## config.mk

```make
export PLATFORM = sky130hd
export DESIGN_NAME = load_store_unit
export DESIGN_NICKNAME = d
export VERILOG_FILES = /design/src/rtl/load_store_unit.sv
export SDC_FILE = /design/constraint.sdc
export NUM_CORES = 1
export LEC_CHECK = 0
export BUFFER_PORTS_ARGS = -buffer_cell sky130_fd_sc_hd__clkbuf_2
export CAP_MARGIN = 0
export CORE_ASPECT_RATIO = 1.4
export CORE_MARGIN = 2
export CORE_UTILIZATION = 30
export DETAILED_ROUTE_END_ITERATION = 12
export PLACE_DENSITY_LB_ADDON = 0.25
export SLEW_MARGIN = 10
export SYNTH_ARGS = -nofsm -noshare
export SYNTH_HDL_FRONTEND = slang
export SYNTH_SLANG_ARGS = --single-unit
```

## constraint.sdc

```tcl
create_clock -name clk -period 2.8 [get_ports clk]
set_input_delay 0.14 -clock clk [delete_from_list [all_inputs] [get_ports clk]]
set_output_delay 0.14 -clock clk [all_outputs]
set_load 0.01 [all_outputs]
```

## src/rtl/load_store_unit.sv

```systemverilog
// load_store_unit: word-only memory front end with sub-word RMW stores and extended, registered loads
module load_store_unit #(
  parameter int DATA_WIDTH = 32
) (
  input  logic                  clk,
  input  logic                  rst_n,
  input  logic                  MemRead_i,
  input  logic                  MemWrite_i,
  input  logic [2:0]            funct3_i,
  input  logic [DATA_WIDTH-1:0] addr_i,
  input  logic [DATA_WIDTH-1:0] store_data_i,
  output logic [DATA_WIDTH-1:0] mem_addr_o,
  output logic [DATA_WIDTH-1:0] mem_wr_data_o,
  output logic                  mem_MemWrite_o,
  output logic                  mem_MemRead_o,
  input  logic [DATA_WIDTH-1:0] mem_rd_data_i,
  output logic                  stall_o,
  output logic [DATA_WIDTH-1:0] load_data_o,
  output logic                  load_valid_o,
  output logic                  misaligned_o
);
  typedef enum logic {IDLE, RMW_WR} state_t;
  state_t state, state_nx;
  logic [DATA_WIDTH-1:0] rmw_addr, rmw_data, rmw_addr_nx, rmw_data_nx, merged, lane, ext;
  logic is_store, is_load, illegal, misal, bad, sub_store, load_ok;
  // classify the request: a store wins over a load, illegal or misaligned accesses are suppressed
  always_comb begin
    is_store  = MemWrite_i;
    is_load   = MemRead_i & ~MemWrite_i;
    illegal   = (funct3_i == 3'b011) | (funct3_i[2:1] == 2'b11) | (is_store & funct3_i[2]);
    misal     = ((funct3_i[1:0] == 2'b01) & addr_i[0]) | ((funct3_i[1:0] == 2'b10) & (addr_i[1:0] != 2'b00));
    bad       = (is_store | is_load) & (illegal | misal);
    sub_store = is_store & ~bad & (funct3_i[1:0] != 2'b10);
    load_ok   = (state == IDLE) & is_load & ~bad;
  end
  // merge the sub-word store into the word read back this cycle
  always_comb begin
    merged = mem_rd_data_i;
    if (funct3_i[0]) merged[{addr_i[1], 4'b0000} +: 16] = store_data_i[15:0];
    else merged[{addr_i[1:0], 3'b000} +: 8] = store_data_i[7:0];
  end
  // select the addressed lane and extend it to a full word
  always_comb begin
    lane = mem_rd_data_i >> {addr_i[1:0], 3'b000};
    ext  = (funct3_i[1:0] == 2'b00) ? {{24{~funct3_i[2] & lane[7]}}, lane[7:0]} :
           (funct3_i[1:0] == 2'b01) ? {{16{~funct3_i[2] & lane[15]}}, lane[15:0]} : lane;
  end
  // next-state and memory-side strobes
  always_comb begin
    state_nx       = state;
    rmw_addr_nx    = rmw_addr;
    rmw_data_nx    = rmw_data;
    mem_addr_o     = addr_i;
    mem_wr_data_o  = store_data_i;
    mem_MemWrite_o = 1'b0;
    mem_MemRead_o  = 1'b0;
    stall_o        = 1'b0;
    if (state == RMW_WR) begin
      mem_addr_o     = rmw_addr;
      mem_wr_data_o  = rmw_data;
      mem_MemWrite_o = 1'b1;
      state_nx       = IDLE;
    end else if (sub_store) begin
      mem_MemRead_o = 1'b1;
      stall_o       = 1'b1;
      rmw_addr_nx   = {addr_i[DATA_WIDTH-1:2], 2'b00};
      rmw_data_nx   = merged;
      state_nx      = RMW_WR;
    end else if (~bad) begin
      mem_MemWrite_o = is_store;
      mem_MemRead_o  = is_load;
    end
  end
  // state and captured read-modify-write word
  always_ff @(posedge clk or negedge rst_n) begin
    if (!rst_n) begin
      state    <= IDLE;
      rmw_addr <= '0;
      rmw_data <= '0;
    end else begin
      state    <= state_nx;
      rmw_addr <= rmw_addr_nx;
      rmw_data <= rmw_data_nx;
    end
  end
  // registered load result and one-cycle status pulses toward WB
  always_ff @(posedge clk or negedge rst_n) begin
    if (!rst_n) begin
      load_data_o  <= '0;
      load_valid_o <= 1'b0;
      misaligned_o <= 1'b0;
    end else begin
      load_valid_o <= load_ok;
      misaligned_o <= (state == IDLE) & bad;
      if (load_ok) load_data_o <= ext;
    end
  end
endmodule
```

After elaboration in Yosys (flattened, before gate mapping)
Index checks and enable logic that the tools add are counted.

storage, ports and cells
  register bits = 97
  word-level logic and storage cells = 57
  bits of input ports = 103
  output and inout bits = 101

cells by class
  eq/ne operators = 5
  shift operators = 5
  add/sub/neg operators = 2
  mux-type cells = 15
  reduce and logical (&&, ||, !) cells = 3
  bitwise operators = 21

operators by type and width
  operator                                                                  number
  32-bit two-way mux                                                        5
  32-bit bitwise mux                                                        2
  16-bit by 7-bit variable shift with 32-bit output (first input constant)  1
  8-bit by 7-bit variable shift with 32-bit output (first input constant)   1
  16-bit by 7-bit variable part select with 32-bit output                   1
  8-bit by 7-bit variable part select with 32-bit output                    1
  32-bit by 5-bit >> shifter with 32-bit output                             1
  5-bit negator with 7-bit output                                           2
  1-bit bitwise AND                                                         12
  1-bit two-way mux                                                         8
  1-bit OR                                                                  5
  2-bit equality test (second input constant)                               2
  1-bit NOT                                                                 4
  3-bit by 2-bit equality test with 1-bit output (second input constant)    1
  2-bit by 1-bit equality test with 1-bit output (second input constant)    1
  2-bit logical NOT                                                         1
  2-bit inequality test (second input constant)                             1
  2-bit AND reduction                                                       1
  2-bit nonzero test                                                        1

Depth between registers and ports, before layout
  depth in word-level cells = 10
  depth in mapped cells = 11
  mapped depth without buffers = 6

Worst setup path before layout
Ideal clock, no wire load.

  path kind = input port to output port
  from = in addr_i[0]
  to = out mem_MemRead_o
  stages on the path = 11
  required time = 2660 ps
  path slack = 316 ps
  path buffers = 5
  arrival = 2344 ps
  cell sequence = buf_6 > clkbuf_1 > buf_1 > inv_1 > ha_1 > nand2b_1 > and3_1 > and3_1 > buf_2 > buf_2 > or2_2

on the way
  word-level cells in the longest chain between the ends = 10
  elaborated cells between the ends (all ways) = 12
  those cells by class = mux (3); bitwise (8); reduce/logical (1)

RTL lines
  item                             RTL line  text
  start, declared                  10        input logic [DATA_WIDTH-1:0] addr_i,
  2-bit nonzero test               31        misal = ((funct3_i[1:0] == 2'b01) & addr_i[0]) | ((funct3_i[1:0] == 2'b10) & (addr_i[1:0] != 2'b00));
  1-bit bitwise AND                31
  1-bit OR (*)                     31
  1-bit OR (*)                     32        bad = (is_store | is_load) & (illegal | misal);
  1-bit bitwise AND (*)            32
  1-bit NOT                        --
  1-bit bitwise AND (2 in series)  33        sub_store = is_store & ~bad & (funct3_i[1:0] != 2'b10);
  1-bit two-way mux (*)            63        end else if (sub_store) begin
  1-bit two-way mux (*)            58        if (state == RMW_WR) begin
  end, declared                    15        output logic mem_MemRead_o,

Mark *: on every way between the ends. The rest lies on a longest branch, timed or not.

Final worst setup path
Ends and elaborated chain as after synthesis.

==> impl_metrics.ini <==
[outcome]
status = completed

[worst_setup_path]
cp-start-kind = input pin
required_ps = 2660
ff2ff_path_depth = 4
reg2reg_from = state
cp.arrival_ps = 2200
end_kind = output port
path_class = input pin to output port
reg2reg_to = load_data_o[3]
cp_max_fo = 23
r2r_slack_ps = 770

[timing]
relSlewSlack = 0.200
post-route-period-util = 0.836
rsz0062_at_grt = false
setup_violations = 0
finalHoldViolCount = 0
fmax_mhz = 427
report.final.slew_viol_count = 0
fin_hold_ws_ps = 22.7
clock_skew_ps = 4.55
setup_tns_ps = 0
min_period_ps = 2340
tightest_slew_ps = 1200

[finish]
areaGrowthSynthToFinish_pct = 26.2
layout-drive-gt1-share = 0.512
multi_input_area_um2 = 3260
nets = 807
nFillCells = 1890
seq_area_um2 = 2430
design_area_um2 = 7480
diodes = 0

[synth]
synth-xor-area-share = 0
synthMuxAreaShare = 0.336
synth-simple-area-share = 0.0616
syn_inst = 518
ys_types = 35
synth.area.top_cells = dfrtp_1, mux2_2, mux2i_1
synth_top_family_by_area = multiplexers
yosys-top-cells-count = mux2_2, dfrtp_1, mux2i_1
syn-cell-area_um2 = 5930
synth-compound-area-share = 0.143
synth_top_cell_by_area = dfrtp_1
synthArstFlopShare = 1.00
ys_ff_latch = 97
synth_top_cell_area_share = 0.410
seq_area_frac_synth = 0.410
synth_edf_count = 0
synth_fa_ha_area_frac = 0.00844
avgSynthCellArea_um2 = 11.4
yosys_most_used_dff = dfrtp_1
synth_warnings = 0
synth_most_common_cell = mux2_2
syn_nets = 625

[floorplanning]
start_util = 0.307
pin_count = 204
die_w_um = 123
dieHeight_um = 170
core_um2 = 19300
num_rows = 60
die_area_um2 = 20900

[grt]
grt_pass1_wl_um = 28300
grt_max_degree = 76
antenna_found_initial = 0
track_usage = 0.177
grt_pass1_vias = 5002
grt_overflow_total = 0

[clock_network]
htree_levels = 3
cts_buffers = 9
cts_setup_buffers = 0
cts_tree = done
cts_buffer_depth = 2
cts.clk_slew.worst_paths_ps = 70
cts-root-buf = clkbuf_16
insertion_delay_ps = 350
cts.repair.resized = 0
clock_sinks = 97

[detailed_routing]
drc = 0
wirelength_um = 18500
initialDrtViolationCount = 221
dr.pass1.iters = 4
vias = 4990
avgRoutedWirePerCell_um = 19.4
antenna_left = 0
via_per_inst = 5.24

[placed_design]
dp_hpwl_um = 14300
portBuffers = 203
placed_area_um2 = 7160
gp_congestion = 0.824

[hold_path]
min_path_type = input pin to flop
worst_hold_startpoint = addr_i[2]
worstHoldPathCells = 2
min_to = rmw_addr[2]

[run]
maxCapViolations = 0

[pwr]
powerDensity_nw_per_um2 = 616
leakage_nw = 3.43
ir_drop_mv = 0.264
==> sequential cells by signal, summed over array words and instances, names as in the netlist <==
name          count
misaligned_o      1
state             1
load_valid_o      1
load_data_o      32
rmw_addr         30
rmw_data         32
==> repair_timing <==
item | CTS | global route
endpoints found under the setup margin | 0 | 0
hold buffers | 1 | 0
endpoints found under the hold margin | 45 | 0
==> per-stage QoR <==
step	setup slack, ps	util	power [mW]	cells
3_5_place_dp	277	0.371	3.38	936
3_3_place_gp	432	0.371	3.33	936
4_1_cts	417	0.387	4.68	953
5_1_grt	313	0.388	4.89	953
6_report	460	0.388	4.61	953
2_1_floorplan	316	-	2.78	518
==> where the power goes <==
group          internal, mW  switching, mW  total (mW)
Combinational         0.659          0.621        1.28
Clock                 0.702          0.569        1.27
Sequential             1.81          0.246        2.06
==> logic make-up (layout without fill, tap and decap cells) <==
kind of cell | Yosys count | in the layout
compound gates | 121 | 121
fa+ha+maj | 4 | 4
buf+inv | 53 | 240
flops | 97 | 97
mux | 181 | 181
simple gates | 62 | 62
==> layout make-up <==
cell class | instances | area share
Multi-Input combinational cell | 368 | 0.435
Sequential cell | 97 | 0.325
Timing Repair Buffer | 218 | 0.155
Tap cell | 248 | 0.0415
Clock buffer | 9 | 0.0301
Clock inverter | 7 | 0.0105
Inverter | 6 | 0.00301
==> layer usage <==
| metal | vias up | share of wire | GRT usage |
|---|---|---|---|
| li1 | 2340 | - | - |
| met3 | 27 | 0.067 | 0.0389 |
| met2 | 185 | 0.50 | 0.301 |
| met1 | 2438 | 0.40 | 0.217 |
| met4 | 0 | 0.033 | 0.0675 |
| met5 | - | 0 | 0 |
==> placed cells by master, fill, tap and decap left out, types with 9 or more instances in the layout <==
cell         n
a221oi_1    32
mux2i_1     48
a21oi_1     47
dfrtp_1     96
nor2_1      14
o32a_1      16
and2_1       9
buf_4       13
nand2_1     15
clkbuf_16    9
mux2_2     118
mux2_1      14
clkbuf_2   202
==> worst max-delay path by stage <==
stage / from / endpoint / slack (ps)
2_1_floorplan: addr_i[0] / mem_MemRead_o / 320
3_3_place_gp: addr_i[0] / rmw_data[21] / 430
3_5_place_dp: addr_i[0] / rmw_data[23] / 280
4_1_cts: state / mem_addr_o[18] / 420
5_1_grt: state / mem_MemRead_o / 310
6_report: addr_i[0] / mem_MemRead_o / 460
==> critical path, stage by stage <==
cell and delay, ps:
clkbuf_2 230, inv_1 130, ha_1 280, nand2b_1 160, and3_1 210, and2_1 340
buf_12 250, or2_2 310, clkbuf_2 140
No activity file was read; power rests on OpenSTA's default activity.
